File: config.mk
export PLATFORM = sky130hd
export DESIGN_NAME = q100_dtcm_arb
export DESIGN_NICKNAME = d
export VERILOG_FILES = /design/src/rtl/q100_dtcm_arb.sv
export SDC_FILE = /design/constraint.sdc
export NUM_CORES = 1
export LEC_CHECK = 0
export ABC_AREA = 1
export CAP_MARGIN = 15
export CORE_MARGIN = 1.5
export CORE_UTILIZATION = 32
export CTS_BUF_LIST = sky130_fd_sc_hd__clkbuf_2 sky130_fd_sc_hd__clkbuf_4 sky130_fd_sc_hd__clkbuf_8
export CTS_CLUSTER_DIAMETER = 30
export DETAILED_ROUTE_END_ITERATION = 16
export PLACE_DENSITY = 0.87
export REMOVE_ABC_BUFFERS = 1
export SLEW_MARGIN = 25
export SYNTH_ARGS = -nofsm -noshare
export SYNTH_HDL_FRONTEND = slang
export SYNTH_SLANG_ARGS = --single-unit
export TNS_END_PERCENT = 10
File: constraint.sdc
create_clock -name clk -period 1.5 [get_ports clk]
set_clock_uncertainty 0.1 [all_clocks]
set_input_delay 0.15 -clock clk [delete_from_list [all_inputs] [get_ports clk]]
set_output_delay 0.15 -clock clk [all_outputs]
set_load 0.02 [all_outputs]
File: src/rtl/q100_dtcm_arb.sv
// q100_dtcm_arb
//   Shares one single-port DTCM SRAM between the core data port and a
//   host/loader port. Grants are same-cycle and combinational. The core wins
//   contention until the host has been refused HOST_MAX_WAIT cycles in a row;
//   then the host is forced through. Read data is steered back to the port
//   that issued the read, RD_LATENCY cycles later, in issue order.
//
// Ports
//   clk, rst                  clock, asynchronous active-low reset
//   core_req/we/addr/wdata_i  core request (we all-zero = read)
//   core_gnt_o                core request accepted this cycle
//   core_rvalid/rdata_o       core read response
//   host_*                    same set for the host/loader port
//   mem_en/we/addr/wdata_o    SRAM request side
//   mem_rdata_i               SRAM read data, RD_LATENCY cycles after a read
//   wait_cnt_o                consecutive refused host-request cycles (debug)
module q100_dtcm_arb #(
  parameter int DTCM_ADDR_WIDTH = 12,
  parameter int DTCM_DATA_WIDTH = 32,
  parameter int DTCM_BANK       = DTCM_DATA_WIDTH / 8,
  parameter int RD_LATENCY      = 1,
  parameter int HOST_MAX_WAIT   = 8
) (
  input  logic                       clk,
  input  logic                       rst,
  input  logic                       core_req_i,
  input  logic [DTCM_BANK-1:0]       core_we_i,
  input  logic [DTCM_ADDR_WIDTH-1:0] core_addr_i,
  input  logic [DTCM_DATA_WIDTH-1:0] core_wdata_i,
  output logic                       core_gnt_o,
  output logic                       core_rvalid_o,
  output logic [DTCM_DATA_WIDTH-1:0] core_rdata_o,
  input  logic                       host_req_i,
  input  logic [DTCM_BANK-1:0]       host_we_i,
  input  logic [DTCM_ADDR_WIDTH-1:0] host_addr_i,
  input  logic [DTCM_DATA_WIDTH-1:0] host_wdata_i,
  output logic                       host_gnt_o,
  output logic                       host_rvalid_o,
  output logic [DTCM_DATA_WIDTH-1:0] host_rdata_o,
  output logic                       mem_en_o,
  output logic [DTCM_BANK-1:0]       mem_we_o,
  output logic [DTCM_ADDR_WIDTH-1:0] mem_addr_o,
  output logic [DTCM_DATA_WIDTH-1:0] mem_wdata_o,
  input  logic [DTCM_DATA_WIDTH-1:0] mem_rdata_i,
  output logic [7:0]                 wait_cnt_o
);

  localparam logic [7:0] MAX_WAIT = 8'(HOST_MAX_WAIT);

  logic [7:0]                 wait_q;
  logic                       host_force;
  logic                       rd_issue;
  logic [RD_LATENCY-1:0]      vld_q;
  logic [RD_LATENCY-1:0]      own_q;   // 1 = response belongs to host
  logic                       rsp_vld;
  logic                       rsp_host;
  logic [DTCM_DATA_WIDTH-1:0] core_rdata_q;
  logic [DTCM_DATA_WIDTH-1:0] host_rdata_q;

  assign host_force = (wait_q == MAX_WAIT);

  // Grants are gated by rst so nothing reaches the SRAM while in reset.
  assign core_gnt_o = rst & core_req_i & ~(host_req_i & host_force);
  assign host_gnt_o = rst & host_req_i & (~core_req_i | host_force);

  assign mem_en_o    = core_gnt_o | host_gnt_o;
  assign mem_we_o    = host_gnt_o ? host_we_i :
                       core_gnt_o ? core_we_i : '0;
  assign mem_addr_o  = host_gnt_o ? host_addr_i  : core_addr_i;
  assign mem_wdata_o = host_gnt_o ? host_wdata_i : core_wdata_i;

  assign rd_issue = mem_en_o & ~(|mem_we_o);

  always_ff @(posedge clk or negedge rst) begin
    if (!rst) begin
      wait_q <= '0;
    end else if (!host_req_i || host_gnt_o) begin
      wait_q <= '0;
    end else if (wait_q < MAX_WAIT) begin
      wait_q <= wait_q + 8'd1;
    end
  end

  // Response pipeline: one {valid, owner} slot per cycle of SRAM latency,
  // so mixed-owner reads come back in order at full throughput.
  always_ff @(posedge clk or negedge rst) begin
    if (!rst) begin
      vld_q <= '0;
      own_q <= '0;
    end else begin
      vld_q[0] <= rd_issue;
      own_q[0] <= host_gnt_o;
      for (int i = 1; i < RD_LATENCY; i++) begin
        vld_q[i] <= vld_q[i-1];
        own_q[i] <= own_q[i-1];
      end
    end
  end

  assign rsp_vld  = vld_q[RD_LATENCY-1];
  assign rsp_host = own_q[RD_LATENCY-1];

  assign core_rvalid_o = rsp_vld & ~rsp_host;
  assign host_rvalid_o = rsp_vld &  rsp_host;

  // Returned data passes straight through on the response cycle and is
  // captured so each port's rdata holds its last value between responses.
  always_ff @(posedge clk or negedge rst) begin
    if (!rst) begin
      core_rdata_q <= '0;
      host_rdata_q <= '0;
    end else begin
      if (core_rvalid_o) core_rdata_q <= mem_rdata_i;
      if (host_rvalid_o) host_rdata_q <= mem_rdata_i;
    end
  end

  assign core_rdata_o = core_rvalid_o ? mem_rdata_i : core_rdata_q;
  assign host_rdata_o = host_rvalid_o ? mem_rdata_i : host_rdata_q;

  assign wait_cnt_o = wait_q;

endmodule
==> run_results.csv, run 1 <==
group,metric,value,unit
timing,rsz0062_at_grt,"yes",
floorplanning,coreArea,10400,um^2
place,dpl.hpwl,11.7,mm
timing,max_clock_freq,455,MHz
power,p_leak,0.00385,uW
setup_path,criticalPathCategory,"flop to primary output",
setup_path,setup.worst_path.start,"wait_cnt_o[1]$_DFFE_PN0P_",
hold_path,hp-start,"host_req_i",
place,placedCellCount,900,
timing,finalCriticalPeriod,2.20,ns
power,p_int,5640,uW
clock_tree,cts_tree,"yes",
clock_tree,clk_pin_slew_worst_paths,0.09,ns
setup_path,worstRegToRegCells,10,
clock_tree,clock-sinks,74,
route,drcViolationCount,0,
yosys,yosys_warnings,0,
clock_tree,ctsLongestPathBuffers,2,
yosys,synthDistinctLibCells,18,
layout,n_antenna_cell,0,
yosys,syn_area_per_cell,7.65,um^2
floorplanning,die_y,107,um
route,vias_per_cell,4.61,
setup_path,required,1.25,ns
setup_path,critPathLaunchType,"flop",
job,maxCapViolCount,0,
route,wl_per_cell,16.4,um
yosys,syn_area,3460,um^2
place,globalplace.congestion,0.955,
yosys,ys_seq_area_share,53.5,%
setup_path,reg2reg_to,"wait_cnt_o[1]$_DFFE_PN0P_",
clock_tree,cts-root-buf,"clkbuf_8",
hold_path,min_path_type,"input port to flop",
power,ir_worst_vdd,734,uV
timing,maxSlewHeadroom,67.5,%
timing,hold_violations,0,
layout,final_nets,919,
layout,multi_input_area,1750,um^2
floorplanning,fp.dieArea,11400,um^2
timing,fin_ws,-0.697,ns
global_routing,grt_pass1_vias,4557,
power,comb_power_share,51.3,%
floorplanning,die_w,107,um
yosys,synth.ff_latch_count,74,
layout,layout-drive-gt1-share,42.5,%
timing,worst_pin_slew,0.488,ns
global_routing,grt_pass1_wl,22.3,mm
layout,register_area,1850,um^2
setup_path,r2r_slack,-0.27,ns
timing,drv_slew,0,
clock_tree,clkLatencyLatePin,0.34,ns
route,dr.pass1.iters,4,
floorplanning,rows,37,
outcome,violations,"setup timing",
layout,design_area,7500,um^2
power,switching_share,36.0,%
global_routing,grt_overflow,0,
setup_path,crit_arrival,1.95,ns
route,wirelength,15.2,mm
yosys,synthCells,452,
power,p_switching,3170,uW
route,vias,4271,
clock_tree,cts_buffers,9,
power,pwr-share-clk,18.1,%
power,powerDensity,1170,nW/um^2
setup_path,critical_path_peak_fanout,8,
power,fin_total_pwr,8810,uW
layout,final_cell_count_no_fill,926,
timing,finalSetupTns,-47.55,ns
layout,fillers,769,
layout,area_growth_syn_to_layout,117,%
global_routing,track_usage,25.7,%
floorplanning,ios,257,
place,pre_cts_ws,-0.758,ns
setup_path,reg2reg_from,"wait_cnt_o[1]$_DFFE_PN0P_",
timing,setup_viol,124,
place,placed_area,6690,um^2
global_routing,antenna_found_initial,0,
place,numPortBuffers,256,
route,ant_nets,0,
outcome,status,"finished, violations left",
floorplanning,start_util,33.2,%
global_routing,grt_max_degree,42,
setup_path,crit_path_end_kind,"primary output",
setup_path,crit_path_end,"mem_wdata_o[20]",
timing,fin_crit_sh,146,%
route,drt_iter0_markers,225,
power,seqPwrFrac,30.6,%
clock_tree,htree_levels,3,
per-layer routing:
metal / global-route usage, % / wire length [um] / vias up
li1: - / - / 2065
met4: 17.3 / 1060 / 0
met1: 24.6 / 4930 / 1973
met5: 0 / 0 / -
met2: 47.3 / 8050 / 190
met3: 7.36 / 1170 / 43
power by group through the flow:
stage	clock network [uW]	logic (uW)	registers (uW)
2_1_floorplan	0	1520	2680
3_3_place_gp	0	3910	2680
3_5_place_dp	0	3990	2710
4_1_cts	1650	4250	2690
5_1_grt	1740	4790	2740
6_report	1590	4520	2700
area by class of cell:
type	count	share of cell area [%]
repair inverters	1	0.117
well taps	136	2.27
inverters	48	2.57
multi-input cells	309	23.3
clock buffers	10	1.83
repair buffers	342	44.2
clock inverters	6	0.984
flip-flops and latches	74	24.7
flip-flops by register name, indices dropped and copies added (netlist names):
register,flops
core_rdata_q,32
host_rdata_q,32
wait_cnt_o,8
own_q,1
rsp_vld,1
cell usage after synthesis (all sizes together):
cell type,n,area (um^2)
a21oi,1,5.00
buf,8,65.1
clkbuf,13,48.8
clkinv,1,8.76
dfrtp,74,1850
ha,2,25.0
inv,47,176
nand2,211,800
nand3,9,45.0
nand4,1,6.26
nor2,15,56.3
nor4,1,6.26
o21ai,67,347
xor2,2,17.5
how the worst min path moves through the flow:
stage	end	slack (ns)	cells past startpoint
2_1_floorplan	core_rdata_q[0]$_DFF_PN0_	-0.25	0
3_3_place_gp	rsp_vld$_DFF_PN0_	0.25	3
3_5_place_dp	core_rdata_q[31]$_DFF_PN0_	0.26	3
4_1_cts	rsp_vld$_DFF_PN0_	0.27	7
5_1_grt	wait_cnt_o[6]$_DFFE_PN0P_	0.26	5
6_report	wait_cnt_o[6]$_DFFE_PN0P_	0.26	5
stage by stage:
stage | utilization, % | hold WS (ns)
after floorplan | - | -0.246
after CTS | 69.1 | 0.269
after global placement | 64.3 | 0.250
after detailed placement | 64.3 | 0.262
final | 72.0 | 0.264
after global routing | 72.0 | 0.262
cells in the final DEF, fill, tap and decap left out, types with 16 or more instances in the layout:
master           synthesis  final
buf_2                    4     18
nand2_2                  0     41
nand2_1                210    154
buf_6                    4     83
o21ai_2                  0     50
dfrtp_1                 74     74
clkdlybuf4s50_1          0    129
buf_4                    0     88
nand2_4                  1     16
inv_1                   46     44
kinds of logic (layout without fill, tap and decap cells):
family	Yosys count	after routing	synth area share (%)
buf+inv	69	407	8.65
flops	74	74	53.5
simple gates	237	237	26.4
xor+xnor	2	2	0.507
compound gates	68	68	10.2
fa+ha+maj	2	2	0.723
worst max-delay path: stages (launching register included):
cell,delay [ns]
dfrtp_1,0.40
inv_2,0.09
ha_4,0.14
nand3_4,0.07
o21ai_4,0.16
nand2_4,0.14
buf_8,0.18
clkbuf_16,0.17
nand2_4,0.06
nand2_4,0.06
buf_12,0.14
timing repair:
action	in CTS	in global routing
endpoints found under the setup margin	139	129
resized for setup	713	119
hold buffers	1	0
buffers inserted	5	3
gates cloned	2	1
pin swaps	22	5
endpoints found under the hold margin	74	0
No activity file was read; power rests on OpenSTA's default activity.
==> run 2, diff against run 1 <==
Settings changed: RECOVER_POWER set to 50, SKIP_CTS_REPAIR_TIMING set to 1.
==> run 2 against run 1 <==
The flow still finishes with violations (setup timing). Largest power group unchanged. Global-route usage decreased by 1.4 points. Worst setup slack gained 0.0044 ns. Final area shrank 1.2%. Via count hardly changed. Worst hold slack better by 0.0021 ns. Register-to-register slack about the same. Sequential power hardly changed. Cell count is 0.11% lower.
==> run_results.csv, run 2 (synthesis results as in run 1) <==
group,metric,value,unit
place,placedCellCount,900,
setup_path,critPathLaunchType,"flop",
clock_tree,clkLatencyLatePin,0.34,ns
place,dpl.hpwl,11.7,mm
route,vias_per_cell,4.62,
hold_path,min_path_type,"input port to flop",
route,ant_nets,0,
global_routing,grt_max_degree,42,
route,dr.pass1.iters,4,
clock_tree,htree_levels,3,
route,drt_iter0_markers,185,
power,p_leak,0.00400,uW
setup_path,critical_path_peak_fanout,7,
route,wirelength,15.0,mm
global_routing,grt_pass1_wl,21.1,mm
outcome,violations,"setup timing",
floorplanning,coreArea,10400,um^2
timing,rsz0062_at_grt,"yes",
power,powerDensity,1170,nW/um^2
setup_path,critPathMostFrequentCell,"nand2_1",
setup_path,path_delay_family,"buffers and inverters",
layout,layout-drive-gt1-share,38.8,%
power,ir_worst_vdd,725,uV
layout,final_common_cell,"nand2_1",
setup_path,crit_arrival,1.94,ns
clock_tree,clk_pin_slew_worst_paths,0.09,ns
layout,fin_util,71.2,%
place,globalplace.congestion,0.955,
setup_path,crit_slowest_cell,"dfrtp_1",
route,dr_wl_met3,1.16,mm
outcome,status,"finished, violations left",
clock_tree,clock-sinks,74,
timing,worst_pin_slew,0.806,ns
route,wl_per_cell,16.2,um
global_routing,grt_overflow,0,
route,drcViolationCount,0,
timing,hold_violations,0,
floorplanning,start_util,33.2,%
floorplanning,rows,37,
clock_tree,cts-root-buf,"clkbuf_8",
setup_path,crit_buf_inv,4,
floorplanning,ios,257,
setup_path,cp_cell_sequence,"inv_2 -> ha_4 -> nand3_4 -> o21ai_4 -> nand2_4 -> buf_12 -> buf_4 -> nand2_1 -> nand2_1 -> buf_2",
job,maxCapViolCount,0,
timing,setup_viol,124,
power,fin_total_pwr,8660,uW
clock_tree,ctsLongestPathBuffers,2,
timing,fin_crit_sh,146,%
floorplanning,die_y,107,um
timing,drv_slew,0,
setup_path,criticalPathCategory,"flop to primary output",
layout,final_cell_count_no_fill,925,
layout,n_antenna_cell,0,
global_routing,antenna_found_initial,1,
global_routing,track_usage,24.3,%
route,highest_layer,"met4",
layout,final_nets,918,
setup_path,crit_path_end_kind,"primary output",
route,met1Wirelength,5.05,mm
setup_path,cpPeakStageDelay,0.40,ns
route,vias,4274,
timing,finalCriticalPeriod,2.19,ns
floorplanning,fp.dieArea,11400,um^2
layout,final_cell_mix,"nand2_1, clkdlybuf4s50_1, buf_4",
clock_tree,cts_buffers,9,
timing,max_clock_freq,456,MHz
floorplanning,die_w,107,um
clock_tree,cts_tree,"yes",
layout,area_growth_syn_to_layout,114,%
timing,maxSlewHeadroom,46.3,%
setup_path,required,1.25,ns
timing,fin_ws,-0.692,ns
place,numPortBuffers,256,
route,dr_wl_met2,7.78,mm
global_routing,grt_pass1_vias,4353,
-- run 2: worst paths after layout --
check                      slack (ns)                       start                    endpoint  cells past startpoint
min in group asynchronous        0.61                         rst  core_rdata_q[30]$_DFF_PN0_                      4
hold reg to reg                  0.38  core_rdata_q[25]$_DFF_PN0_  core_rdata_q[25]$_DFF_PN0_                      2
setup reg to reg                -0.28   wait_cnt_o[1]$_DFFE_PN0P_   wait_cnt_o[1]$_DFFE_PN0P_                     10
max in group asynchronous        0.10                         rst  core_rdata_q[18]$_DFF_PN0_                      4
setup / recovery                -0.69   wait_cnt_o[1]$_DFFE_PN0P_               mem_addr_o[5]                     10
hold / removal                   0.27                  host_req_i   wait_cnt_o[6]$_DFFE_PN0P_                      5
-- run 2: where the power goes --
part	total (uW)	switching, uW	leakage, uW	internal, uW
clock network	1590	760	0.000101	833
logic	4380	2190	0.00299	2190
registers	2690	168	0.000904	2520
total	8660	3120	0.00400	5540
-- run 2: cell type report --
cell class	instances	area, um^2
timing repair inverter	2	46.3
sequential	74	1850
fill	772	3000
clock inverter	6	73.8
clock buffer	10	138
multi-input combinational	309	1660
tap	136	170
timing repair buffer	340	3280
inverter	48	193
-- run 2: metal layers --
layer | global-route usage, % | vias to the layer above
li1 | - | 2062
met1 | 23.8 | 1973
met2 | 44.3 | 200
met3 | 7.23 | 39
met4 | 15.5 | 0
met5 | 0 | -
-- run 2: worst reg2reg max path, cell delays in order (launching register included) --
cell and delay [ns]:
dfrtp_1 0.40, inv_2 0.09, ha_4 0.14, nand3_4 0.09, o21ai_4 0.17, nand2_4 0.13, buf_12 0.16, buf_12 0.14
nand2_1 0.07, buf_6 0.12, a21oi_1 0.04
-- run 2: per-stage QoR --
stage	TNS [ns]	hold WS, ns	setup WS (ns)	area [um^2]
finish	-49.57	0.266	-0.692	7410
global route	-64.26	0.271	-0.805	7410
CTS	-110.42	-0.119	-1.16	6900
detailed placement	-63.16	0.262	-0.758	6690
global placement	-58.86	0.250	-0.698	6690
floorplan	-102.59	-0.246	-0.648	3340
==> run 3, diff against run 2 <==
Settings changed: CORE_UTILIZATION 32 to 24, PLACE_DENSITY 0.87 to 0.59.
==> run 3 against run 2 <==
The run still ends with setup timing left. Flip-flop and latch count stayed put. Wire length is 4.1% lower. Cell count is 5.5% higher. Global-route usage is 6.3 points lower. Non-clock buffer count is 9 higher. Highest routed layer unchanged.
==> run_results.csv, run 3 (synthesis results as in run 1) <==
group,metric,value,unit
timing,max_clock_freq,463,MHz
outcome,violations,"setup timing",
route,vias,4200,
layout,fin_util,52.1,%
setup_path,criticalPathCategory,"flop to primary output",
timing,fin_ws,-0.658,ns
timing,rsz0062_at_grt,"yes",
layout,design_area,7290,um^2
floorplanning,die_w,123,um
timing,drv_slew,0,
power,fin_total_pwr,8770,uW
floorplanning,fp.dieArea,15100,um^2
setup_path,critical_path_peak_fanout,8,
floorplanning,coreArea,14000,um^2
clock_tree,clk_pin_slew_worst_paths,0.08,ns
layout,final_nets,925,
layout,fillers,1321,
global_routing,grt_max_degree,75,
route,wl_per_cell,14.8,um
timing,hold_violations,0,
place,placedCellCount,955,
clock_tree,htree_levels,3,
global_routing,grt_overflow,0,
route,ant_nets,0,
place,numPortBuffers,256,
clock_tree,cts_buffers,9,
layout,layout-drive-gt1-share,38.3,%
outcome,status,"finished, violations left",
place,globalplace.congestion,0.836,
timing,worst_hold_slack,0.210,ns
power,p_leak,0.00389,uW
route,vias_per_cell,4.30,
clock_tree,clock-sinks,74,
setup_path,cp_cell_sequence,"inv_2 -> ha_4 -> nand3_4 -> o21ai_4 -> nand2_4 -> clkinv_8 -> buf_8 -> buf_6 -> nand2_2 -> nand2_2 -> buf_6",
place,placed_area,6850,um^2
global_routing,grt_pass1_vias,4160,
job,maxCapViolCount,0,
setup_path,required,1.25,ns
layout,n_antenna_cell,0,
timing,finalCriticalPeriod,2.16,ns
layout,final_common_cell,"nand2_1",
layout,final_cell_count_no_fill,976,
clock_tree,cts_tree,"yes",
global_routing,grt_pass1_wl,20.8,mm
setup_path,critPathLaunchType,"flop",
setup_path,crit_slowest_cell,"dfrtp_1",
timing,maxSlewHeadroom,32.4,%
clock_tree,ctsLongestPathBuffers,2,
layout,area_growth_syn_to_layout,111,%
setup_path,path_delay_family,"buffers and inverters",
route,wirelength,14.4,mm
setup_path,cpPeakStageDelay,0.40,ns
route,dr.pass1.iters,4,
timing,setup_viol,124,
route,drt_iter0_markers,141,
floorplanning,ios,257,
timing,fin_crit_sh,144,%
route,drcViolationCount,0,
place,dpl.hpwl,11.2,mm
floorplanning,rows,43,
setup_path,crit_buf_inv,5,
global_routing,track_usage,18.0,%
clock_tree,clkLatencyLatePin,0.34,ns
floorplanning,start_util,24.7,%
power,powerDensity,1200,nW/um^2
setup_path,crit_arrival,1.91,ns
timing,worst_pin_slew,1.01,ns
hold_path,min_path_type,"input port to flop",
setup_path,crit_path_end_kind,"primary output",
clock_tree,cts-root-buf,"clkbuf_8",
floorplanning,die_y,123,um
power,ir_worst_vdd,485,uV
layout,final_cell_mix,"nand2_1, clkdlybuf4s50_1, buf_4",
global_routing,antenna_found_initial,0,
## run 3: area by class of cell
| class | instances | area [um^2] | area share, % |
|---|---|---|---|
| Clock inverter | 4 | 73.8 | 1.01 |
| Multi-Input combinational cell | 309 | 1590 | 21.8 |
| Inverter | 48 | 193 | 2.64 |
| Tap cell | 180 | 225 | 3.09 |
| Timing Repair Buffer | 349 | 3200 | 43.9 |
| Clock buffer | 12 | 159 | 2.18 |
| Sequential cell | 74 | 1850 | 25.4 |
## run 3: worst min-delay path: stages
cell and delay (ns):
clkbuf_1 0.11, clkbuf_1 0.14, o21ai_2 0.09, nor2_1 0.05, nand2_1 0.05, nor2_1 0.03
## run 3: worst paths after layout
kind	from	end	slack, ns	cells after the start
max in group asynchronous	rst	host_rdata_q[25]$_DFF_PN0_	0.37	3
hold reg to reg	core_rdata_q[8]$_DFF_PN0_	core_rdata_q[8]$_DFF_PN0_	0.39	2
min in group asynchronous	rst	wait_cnt_o[0]$_DFFE_PN0P_	0.27	3
setup / recovery	wait_cnt_o[1]$_DFFE_PN0P_	mem_addr_o[9]	-0.66	11
hold / removal	rst	rsp_vld$_DFF_PN0_	0.21	6
setup reg to reg	wait_cnt_o[1]$_DFFE_PN0P_	rsp_vld$_DFF_PN0_	-0.20	12
## run 3: routing by layer
metal	routed length, um	up-vias	GRT usage, %
met5	0	-	0
met4	528	0	8.69
met3	1230	26	5.67
met2	7430	192	32.0
met1	5210	1907	19.2
li1	-	2075	-
## run 3: metrics by stage
step | setup WS, ns | TNS, ns
2_1_floorplan | -0.648 | -102.59
3_3_place_gp | -0.728 | -62.51
3_5_place_dp | -0.772 | -64.99
4_1_cts | -1.18 | -113.60
5_1_grt | -0.758 | -58.61
6_report | -0.658 | -46.08
## run 3: power by group
group / switching (uW) / internal, uW / total, uW
Combinational: 2130 / 2170 / 4300
Clock: 744 / 1050 / 1790
Sequential: 155 / 2520 / 2680
Total: 3030 / 5740 / 8770
